## src/rtl/paddle_pkg.sv

```systemverilog
// Shared types and arithmetic helpers for the paddle timer bank.
// Saturating helpers work on a fixed 16-bit carrier; callers pass the live width.
package paddle_pkg;

  typedef enum logic [1:0] {
    MODE_DIGITAL  = 2'd0,
    MODE_ANALOG_Y = 2'd1,
    MODE_ANALOG_X = 2'd2,
    MODE_PADDLE   = 2'd3
  } mode_e;

  localparam int SAT_W = 16;

  // Signed two's complement byte to offset-binary (0x80 -> 0, 0x7F -> 255).
  function automatic logic [7:0] to_unsigned8(input logic [7:0] s);
    return {~s[7], s[6:0]};
  endfunction

  function automatic logic [SAT_W-1:0] sat_add(input logic [SAT_W-1:0] a,
                                               input logic [SAT_W-1:0] b,
                                               input int unsigned      width);
    logic [SAT_W:0] sum;
    logic [SAT_W:0] lim;
    sum = {1'b0, a} + {1'b0, b};
    lim = ((SAT_W+1)'(1) << width) - (SAT_W+1)'(1);
    if (sum > lim) return lim[SAT_W-1:0];
    return sum[SAT_W-1:0];
  endfunction

  function automatic logic [SAT_W-1:0] sat_sub(input logic [SAT_W-1:0] a,
                                               input logic [SAT_W-1:0] b);
    if (a > b) return a - b;
    return '0;
  endfunction

endpackage

```

## src/rtl/paddle_channel.sv

```systemverilog
// One paddle channel: digital position with acceleration, per-frame pot count
// loaded on vsync and counted down once per line.
module paddle_channel
  import paddle_pkg::*;
#(
  parameter int POS_W      = 8,
  parameter int POS_INIT   = 128,
  parameter int SPEED_SLOW = 5,
  parameter int SPEED_FAST = 8,
  parameter int ACCEL_MAX  = 4
) (
  input  logic             clk_sys,
  input  logic             reset,
  input  logic             vs_rise,
  input  logic             hs_rise,
  input  logic             speed_fast,
  input  logic [1:0]       mode,
  input  logic             invert,
  input  logic             btn_up,
  input  logic             btn_down,
  input  logic [15:0]      analog,
  input  logic [7:0]       paddle,
  output logic             pot_out,
  output logic [POS_W-1:0] pos
);

  localparam int ACCEL_W = $clog2(ACCEL_MAX + 2);

  mode_e              mode_sel;
  logic [POS_W-1:0]   pos_reg, pos_next;
  logic [POS_W-1:0]   cap_reg, cap_next;
  logic [ACCEL_W-1:0] accel_reg, accel_next;
  logic [7:0]         a8;
  logic [POS_W-1:0]   load_val;
  logic [SAT_W-1:0]   base_step, step, moved;
  logic               up_only, down_only;

  assign mode_sel  = mode_e'(mode);
  assign up_only   = btn_up & ~btn_down;
  assign down_only = btn_down & ~btn_up;

  always_comb begin
    case (mode_sel)
      MODE_ANALOG_Y: a8 = to_unsigned8(analog[15:8]);
      MODE_ANALOG_X: a8 = to_unsigned8(analog[7:0]);
      default:       a8 = paddle;
    endcase
    // Digital mode loads the position held before this frame's move.
    if (mode_sel == MODE_DIGITAL) load_val = pos_reg;
    else                          load_val = POS_W'(a8) << (POS_W - 8);
    load_val = load_val ^ {POS_W{invert}};
  end

  always_comb begin
    base_step = speed_fast ? SAT_W'(SPEED_FAST) : SAT_W'(SPEED_SLOW);
    step      = base_step + SAT_W'(accel_reg);
    if (up_only) moved = sat_sub(SAT_W'(pos_reg), step);
    else         moved = sat_add(SAT_W'(pos_reg), step, POS_W);
  end

  always_comb begin
    pos_next   = pos_reg;
    cap_next   = cap_reg;
    accel_next = accel_reg;
    if (vs_rise) begin
      cap_next = load_val;
      if (mode_sel == MODE_DIGITAL && (up_only || down_only)) begin
        pos_next = POS_W'(moved);
        if (accel_reg < ACCEL_W'(ACCEL_MAX)) accel_next = accel_reg + ACCEL_W'(1);
      end else begin
        accel_next = '0;
      end
    end else if (hs_rise && cap_reg != '0) begin
      cap_next = cap_reg - POS_W'(1);
    end
  end

  always_ff @(posedge clk_sys or posedge reset) begin
    if (reset) begin
      pos_reg   <= POS_W'(POS_INIT);
      cap_reg   <= '0;
      accel_reg <= '0;
    end else begin
      pos_reg   <= pos_next;
      cap_reg   <= cap_next;
      accel_reg <= accel_next;
    end
  end

  assign pot_out = (cap_reg == '0);
  assign pos     = pos_reg;

endmodule

```

## src/rtl/paddle_timer_bank.sv

```systemverilog
// N-channel paddle/pot-timer emulator: shared sync edge detection feeding
// independent paddle_channel instances.
module paddle_timer_bank
  import paddle_pkg::*;
#(
  parameter int NUM_CH     = 2,
  parameter int POS_W      = 8,
  parameter int POS_INIT   = 128,
  parameter int SPEED_SLOW = 5,
  parameter int SPEED_FAST = 8,
  parameter int ACCEL_MAX  = 4
) (
  input  logic                    clk_sys,
  input  logic                    reset,
  input  logic                    hs,
  input  logic                    vs,
  input  logic                    speed_fast,
  input  logic [2*NUM_CH-1:0]     mode,
  input  logic [NUM_CH-1:0]       invert,
  input  logic [NUM_CH-1:0]       btn_up,
  input  logic [NUM_CH-1:0]       btn_down,
  input  logic [16*NUM_CH-1:0]    analog,
  input  logic [8*NUM_CH-1:0]     paddle,
  output logic [NUM_CH-1:0]       pot_out,
  output logic [POS_W*NUM_CH-1:0] pos
);

  logic hs_d_reg, vs_d_reg;
  logic vs_rise, hs_rise;

  always_ff @(posedge clk_sys or posedge reset) begin
    if (reset) begin
      hs_d_reg <= 1'b0;
      vs_d_reg <= 1'b0;
    end else begin
      hs_d_reg <= hs;
      vs_d_reg <= vs;
    end
  end

  // A frame load takes priority over a line decrement in the same cycle.
  assign vs_rise = vs & ~vs_d_reg;
  assign hs_rise = hs & ~hs_d_reg & ~vs_rise;

  genvar gi;
  generate
    for (gi = 0; gi < NUM_CH; gi++) begin : g_ch
      paddle_channel #(
        .POS_W      (POS_W),
        .POS_INIT   (POS_INIT),
        .SPEED_SLOW (SPEED_SLOW),
        .SPEED_FAST (SPEED_FAST),
        .ACCEL_MAX  (ACCEL_MAX)
      ) u_channel (
        .clk_sys    (clk_sys),
        .reset      (reset),
        .vs_rise    (vs_rise),
        .hs_rise    (hs_rise),
        .speed_fast (speed_fast),
        .mode       (mode[2*gi +: 2]),
        .invert     (invert[gi]),
        .btn_up     (btn_up[gi]),
        .btn_down   (btn_down[gi]),
        .analog     (analog[16*gi +: 16]),
        .paddle     (paddle[8*gi +: 8]),
        .pot_out    (pot_out[gi]),
        .pos        (pos[POS_W*gi +: POS_W])
      );
    end
  endgenerate

endmodule

```

## config.mk

```make
export PLATFORM = sky130hd
export DESIGN_NAME = paddle_timer_bank
export DESIGN_NICKNAME = d
export VERILOG_FILES = /design/src/rtl/paddle_pkg.sv /design/src/rtl/paddle_channel.sv /design/src/rtl/paddle_timer_bank.sv
export SDC_FILE = /design/constraint.sdc
export NUM_CORES = 1
export LEC_CHECK = 0
export BUFFER_PORTS_ARGS = -buffer_cell sky130_fd_sc_hd__buf_2
export CORE_ASPECT_RATIO = 0.7
export CORE_MARGIN = 2
export CORE_UTILIZATION = 38
export CTS_BUF_LIST = sky130_fd_sc_hd__clkbuf_16
export DETAILED_ROUTE_END_ITERATION = 6
export GPL_ROUTABILITY_DRIVEN = 0
export PLACE_DENSITY_LB_ADDON = 0.08
export SYNTH_ARGS = -nofsm -noshare
export SYNTH_HDL_FRONTEND = slang
export SYNTH_SLANG_ARGS = --single-unit
```

## constraint.sdc

```tcl
create_clock -name clk_sys -period 3.5 [get_ports clk_sys]
set_clock_uncertainty 0.1 [all_clocks]
set_input_delay 0.175 -clock clk_sys [delete_from_list [all_inputs] [get_ports clk_sys]]
set_output_delay 0.175 -clock clk_sys [all_outputs]
set_load 0.01 [all_outputs]
```

==> metrics.md, run 1 <==
| Metric | Value |
|---|---|
| Post-Syn Area per Cell | `8.11 um^2` |
| Pleak | `0.00206 uW` |
| Worst Path Max Fanout | `7` |
| Clock buffer count from CTS | `5` |
| Pwr Total | `2710 uW` |
| Grt total ovfl | `0` |
| Num ports | `81` |
| Vias per cell | `5.44` |
| CTS root buffer | `clkbuf_16` |
| Pins Over Slew Limit | `0` |
| Reg2Reg Depth | `9` |
| Largest net degree at the start of global routing | `31` |
| Status | `completed` |
| Final Setup Violations | `0` |
| Clock buffer depth | `2` |
| Total GRT Usage | `19.7%` |
| Pwr Density | `581 mW/mm^2` |
| Reg-to-Reg End | `g_ch[0].u_channel.pos[4]$_DFFE_PP0P_` |
| Sequential share of the synthesized area | `24.8%` |
| Layout cells sized above 1 | `18.6%` |
| DR vias | `3,767` |
| Max_slew headroom | `30.6%` |
| Least-Margin Pin Slew | `1.04 ns` |
| Die Area | `0.0115 mm^2` |
| Reg2reg setup slack | `0.41 ns` |
| Router iterations before antenna repair | `4` |
| Clock Latency Late Sink | `0.28 ns` |
| Antenna diodes | `0` |
| DP Wirelength | `8710 um` |
| Row count | `31` |
| H-tree Lvls | `2` |
| FF+latch count, synth | `40` |
| Post-DRT Antenna Nets | `0` |
| DIE HEIGHT | `90.3 um` |
| Critical path startpoint category | `flip-flop` |
| Core ar. | `0.0104 mm^2` |
| Worst-path clk slew | `0.06 ns` |
| Initial antenna violation count | `0` |
| Dpl cell area | `0.00451 mm^2` |
| Post-synth top area cell | `dfrtp_1` |
| Initial Util | `39.0%` |
| Area growth syn-to-layout | `15.5%` |
| Syn_nets | `609` |
| Fmax | `0.323 GHz` |
| DRC Markers | `0` |
| Clk sinks | `40` |
| Worst setup margin | `0.405 ns` |
| Global-route wire length before repair | `18,500 um` |
| Wire per inst | `15.7 um` |
| Critical R2R Launch | `g_ch[0].u_channel.accel_reg[2]$_DFFE_PP0P_` |
| WP data arrival | `3.13 ns` |
| Ys async rst share | `100%` |
| Post-CTS Resized | `0` |
| Die W | `127 um` |
| CTS tree | `yes` |
| Routed Wire Length | `10,900 um` |
| Fillers | `1,047` |
| Nets | `670` |
| Post-synth top flop | `dfrtp_1` |
| Final TNS setup | `0 ns` |
| CP Class | `flip-flop to flip-flop` |
| Synthesized instance count | `498` |
| IO Port Bufs | `80` |
| RSZ-0062 raised after global routing | `no` |
| Final period util | `88.4%` |
| First DRT Iteration DRCs | `295` |
| Worst hold path class | `input pin to asynchronous set/reset pin` |
| Period minus WS final | `3.09 ns` |
| Unique masters post-synth | `61` |
| Post-synth top cells | `47 x nor2_1, 44 x ha_1, 38 x a21oi_1, 38 x dfrtp_1, 36 x nand2_1` |
| Top cell type's share of synthesized area | `23.5%` |
| Yosys warnings | `0` |
| Max_cap viols | `0` |
| Most frequent cell after synthesis | `nor2_1` |
| Final Cell Area | `0.00466 mm^2` |
| Post-Synthesis Cell Area | `0.00404 mm^2` |
| Setup bufs post-CTS | `0` |
| Final Hold Fails | `0` |
| Crit end category | `flip-flop` |
| Worst EP required | `3.54 ns` |
| Post-synth EDFFs | `0` |
| Vias in the first global route | `3,673` |
| Pre-CTS setup slack | `0.378 ns` |
| Worst VDD drop | `0.000236 V` |
| Hold buffers post-CTS | `2` |
| Synth area leaders | `dfrtp_1 24%, ha_1 14%, xnor2_1 5.9%, a21oi_1 4.7%, nor2_1 4.4%` |
[layout make-up]
cell class              instances  area [um^2]  share of cell area, %
well taps                     132          165                   3.54
repair buffers                 86          450                   9.66
multi-input cells             391         2780                   59.5
clock buffers                   5          125                   2.68
flip-flops and latches         40         1000                   21.5
inverters                      35          131                   2.82
clock inverters                 3         12.5                  0.268
[worst max-delay path by stage]
| stage | start | cells past startpoint | endpoint |
|---|---|---|---|
| after global routing | g_ch[0].u_channel.accel_reg[2]$_DFFE_PP0P_ | 9 | g_ch[0].u_channel.pos[4]$_DFFE_PP0P_ |
| after floorplan | g_ch[1].u_channel.accel_reg[2]$_DFFE_PP0P_ | 11 | g_ch[1].u_channel.pos[0]$_DFFE_PP0P_ |
| after detailed placement | speed_fast | 11 | g_ch[0].u_channel.pos[4]$_DFFE_PP0P_ |
| after global placement | speed_fast | 12 | g_ch[1].u_channel.pos[0]$_DFFE_PP0P_ |
| after CTS | g_ch[0].u_channel.accel_reg[2]$_DFFE_PP0P_ | 9 | g_ch[0].u_channel.pos[4]$_DFFE_PP0P_ |
| final | g_ch[0].u_channel.accel_reg[2]$_DFFE_PP0P_ | 9 | g_ch[0].u_channel.pos[4]$_DFFE_PP0P_ |
[metrics by stage]
step / hold slack (ns) / utilization, % / std cells
CTS: 0.0944 / 45.0 / 692
global placement: 0.201 / 43.5 / 682
finish: 0.0338 / 45.0 / 692
global route: 0.138 / 45.0 / 692
detailed placement: 0.202 / 43.5 / 682
floorplan: 0.106 / - / 498
[power by group]
group | internal (uW) | leakage, uW | switching, uW | total [uW]
Combinational | 619 | 0.00150 | 794 | 1410
Sequential | 595 | 0.000484 | 257 | 852
Clock | 258 | 0.0000762 | 187 | 445
Total | 1470 | 0.00206 | 1240 | 2710
[critical path: stages (launching register included)]
cell      delay [ns]
dfrtp_1         0.43
ha_1            0.33
a31oi_1         0.24
xnor2_1         0.20
ha_1            0.35
nor3_1          0.28
nor4b_1         0.36
o21ai_1         0.22
a311oi_1        0.33
a21oi_1         0.11
[layout by cell type, fill, tap and decap left out, types with 2 or more instances in the layout]
cell type      count
nand3b_1           2
nor4_1             6
buf_2             80
a311oi_1           3
dfrtp_1           38
nor2_1            47
inv_1             37
o31ai_1            2
o22a_1             2
xnor2_1           27
a31oi_1            6
o21bai_1           4
a21oi_1           38
nor4b_1            3
ha_1              44
o21a_1             5
xor2_1            14
o21ai_1           14
o211ai_1           7
o22ai_1            3
dfstp_2            2
nor3b_1            3
or3_1              3
buf_4              4
mux2_2             2
a211oi_1          17
fa_1               4
clkbuf_16          5
nand2_1           36
a22o_1             5
o32a_1             2
o21ai_0           13
a22oi_1           15
dlygate4sd3_1      2
nor3_1            12
nand2b_1          12
nand3_1           12
nor2b_1            4
[routing by layer]
layer,GRT usage [%],part of all wire (%),up-vias
li1,-,-,1889
met5,0,0,-
met3,3.02,6.0,13
met4,3.66,1.1,0
met2,27.2,39,118
met1,32.1,54,1747
[cell families after synthesis]
| group | count (synthesis) | share of synthesized area (%) |
|---|---|---|
| AOI/OAI and AO/OA | 149 | 24.6 |
| xor gates and xnor gates | 41 | 8.89 |
| adders and majority gates | 48 | 15.6 |
| buffers and inverters | 67 | 6.51 |
| DFF | 40 | 24.8 |
| muxes | 3 | 0.805 |
| and+or+nand+nor | 150 | 18.7 |
Power figures use the tool's default switching activity.
==> run 2: changes to the inputs <==
--- a/config.mk
+++ b/config.mk
@@ -8,10 +8,9 @@
 export BUFFER_PORTS_ARGS = -buffer_cell sky130_fd_sc_hd__buf_2
 export CORE_ASPECT_RATIO = 0.7
-export CORE_MARGIN = 2
+export CORE_MARGIN = 3
 export CORE_UTILIZATION = 38
 export CTS_BUF_LIST = sky130_fd_sc_hd__clkbuf_16
 export DETAILED_ROUTE_END_ITERATION = 6
 export GPL_ROUTABILITY_DRIVEN = 0
-export PLACE_DENSITY_LB_ADDON = 0.08
 export SYNTH_ARGS = -nofsm -noshare
 export SYNTH_HDL_FRONTEND = slang
==> constraint.sdc (replaced) <==
create_clock -name clk_sys -period 3.5 [get_ports clk_sys]
set_clock_uncertainty 0.1 [all_clocks]
set_input_delay 0.7 -clock clk_sys [delete_from_list [all_inputs] [get_ports clk_sys]]
set_output_delay 0.7 -clock clk_sys [all_outputs]
set_load 0.01 [all_outputs]
==> run 2 against run 1 <==
Effect of this change: fmax is 2.6% lower; largest cell class unchanged; design area is 0.43% higher; register-to-register slack better by 0.10 ns; flip-flop and latch count stayed put; critical path type is now input pin to flip-flop; die area is 3.8% higher; clock power is 4.9% lower; worst setup slack worse by 0.082 ns.
==> metrics.md, run 2 (synthesis gave the netlist of run 1 again) <==
| Metric | Value |
|---|---|
| Die W | `129 um (+1.6%)` |
| Most used routing layer | `met1` |
| Router iterations before antenna repair | `4 (unchanged)` |
| Commonest non-fill, non-tap cell in the layout | `buf_2` |
| Reg2reg setup slack | `0.51 ns (+0.10 ns)` |
| Post-layout util | `46.7% (+1.7 points)` |
| First DRT Iteration DRCs | `326 (+11%)` |
| Worst setup margin | `0.324 ns (-0.0817 ns)` |
| Fmax | `0.315 GHz (-2.6%)` |
| Final Setup Violations | `0 (unchanged)` |
| Area growth syn-to-layout | `16.0%` |
| Initial antenna violation count | `0 (unchanged)` |
| Vias per cell | `5.49 (+0.93%)` |
| Pins Over Slew Limit | `0 (unchanged)` |
| Global-route wire length before repair | `17,300 um (-6.6%)` |
| Pleak | `0.00208 uW (+0.97%)` |
| Post-DRT Antenna Nets | `0 (unchanged)` |
| H-tree Lvls | `2 (unchanged)` |
| Nets | `674 (+0.60%)` |
| Hold buffers post-CTS | `0 (-2)` |
| DR vias | `3,802 (+0.93%)` |
| Worst-path clk slew | `0.05 ns (about the same)` |
| WP data arrival | `3.29 ns (+0.16 ns)` |
| Post-CTS Resized | `0 (unchanged)` |
| Pre-CTS setup slack | `0.119 ns (-0.260 ns)` |
| WHS | `0.437 ns (+0.404 ns)` |
| Worst Path Max Fanout | `9 (+2)` |
| Clk sinks | `40 (unchanged)` |
| Crit end category | `flip-flop` |
| Max_slew headroom | `56.9% (+26 points)` |
| Layout cells sized above 1 | `19.5% (+0.93 points)` |
| CTS tree | `yes` |
| Period minus WS final | `3.18 ns (+0.0817 ns)` |
| Clock buffer count from CTS | `5 (unchanged)` |
| Total GRT Usage | `17.5% (-2.2 points)` |
| Setup bufs post-CTS | `0 (unchanged)` |
| Grt total ovfl | `0 (unchanged)` |
| DRC Markers | `0 (unchanged)` |
| Clock Latency Late Sink | `0.28 ns (about the same)` |
| Final Hold Fails | `0 (unchanged)` |
| Worst EP required | `3.62 ns (+0.08 ns)` |
| RSZ-0062 raised after global routing | `no` |
| DIE HEIGHT | `92.3 um (+2.2%)` |
| Wire per inst | `14.8 um (-5.9%)` |
| Vias in the first global route | `3,627 (-1.3%)` |
| Worst VDD drop | `0.000240 V (+1.8%)` |
| Met1 demand-to-capacity share in global routing | `26.9% (-5.2 points)` |
| DP Wirelength | `8310 um (-4.6%)` |
| CP Class | `input pin to flip-flop` |
| Num ports | `81 (unchanged)` |
| Final TNS setup | `0 ns (unchanged)` |
| Least-Margin Pin Slew | `0.647 ns (-0.392 ns)` |
| Clock buffer depth | `2 (unchanged)` |
| Final period util | `90.8% (+2.3 points)` |
| CTS root buffer | `clkbuf_16` |
| Initial Util | `40.3% (+1.3 points)` |
| Worst hold path class | `input pin to asynchronous set/reset pin` |
| Row count | `30 (-3.2%)` |
| Most frequent cells in the layout | `80 x buf_2, 47 x nor2_1, 44 x ha_1, 38 x a21oi_1, 38 x dfrtp_1` |
| Pwr Density | `573 mW/mm^2 (-1.5%)` |
| Core ar. | `0.0100 mm^2 (-3.2%)` |
| Reg2Reg Depth | `10 (+1)` |
| Critical path startpoint category | `input pin` |
| Grt met2 use | `25.7% (-1.5 points)` |
| Max_cap viols | `0 (unchanged)` |
| Largest net degree at the start of global routing | `41 (+32%)` |
| IO Port Bufs | `80 (unchanged)` |
| Die Area | `0.0119 mm^2 (+3.8%)` |
| Status | `completed` |
| Met3 Resource Use GR | `1.98% (-1.0 points)` |
| Routed Wire Length | `10,200 um (-5.9%)` |
| Antenna diodes | `0 (unchanged)` |
[run 2: cell count changes in the layout (fill, tap and decap cells not counted), sizes merged]
| cell | delta |
|---|---|
| dlygate4sd3 | -2 |
| buf | +6 |
[run 2: worst paths after layout]
| kind | start | to |
|---|---|---|
| worst min register to register | g_ch[0].u_channel.cap_reg[6]$_DFFE_PP0P_ | g_ch[0].u_channel.cap_reg[6]$_DFFE_PP0P_ |
| worst max register to register | g_ch[1].u_channel.accel_reg[2]$_DFFE_PP0P_ | g_ch[1].u_channel.pos[5]$_DFFE_PP0P_ |
| worst min-delay path | reset | g_ch[0].u_channel.pos[5]$_DFFE_PP0P_ |
| max in group asynchronous | reset | g_ch[1].u_channel.pos[7]$_DFFE_PP1P_ |
| min in group clk_sys | hs | hs_d_reg$_DFF_PP0_ |
| worst max-delay path | speed_fast | g_ch[1].u_channel.pos[6]$_DFFE_PP0P_ |
[run 2: metal layers]
layer  part of all wire [%]  up-vias
met4                    1.2        0
met1                     52     1812
li1                       -     1914
met3                    3.7        8
met5                      0        -
met2                     43       68
[run 2: critical path: stages]
cell	delay, ns
buf_2	0.10
inv_1	0.13
ha_1	0.21
ha_1	0.20
xor2_1	0.20
ha_1	0.35
nand2b_1	0.22
a221oi_2	0.31
o211ai_2	0.25
or3_1	0.38
o31ai_1	0.07
a22o_1	0.17
[run 2: report_power, final]
group	switching [uW]	total (uW)	internal, uW	leakage, uW
registers	264	859	595	0.000484
clock network	165	423	257	0.0000762
logic	764	1400	637	0.00152
total	1190	2680	1490	0.00208
[run 2: layout make-up]
| type | count | area, um^2 |
|---|---|---|
| fill | 982 | 5340 |
| multi-input combinational | 391 | 2780 |
| sequential | 40 | 1000 |
| timing repair buffer | 90 | 475 |
| tap | 128 | 160 |
| inverter | 35 | 131 |
| clock buffer | 5 | 125 |
| clock inverter | 3 | 12.5 |
[run 2: per-stage QoR]
step	power [uW]	cells	instance area [um^2]
floorplan	1820	498	4040
global placement	2250	684	4550
detailed placement	2250	684	4550
CTS	2690	692	4680
global route	2910	692	4680
finish	2680	692	4680
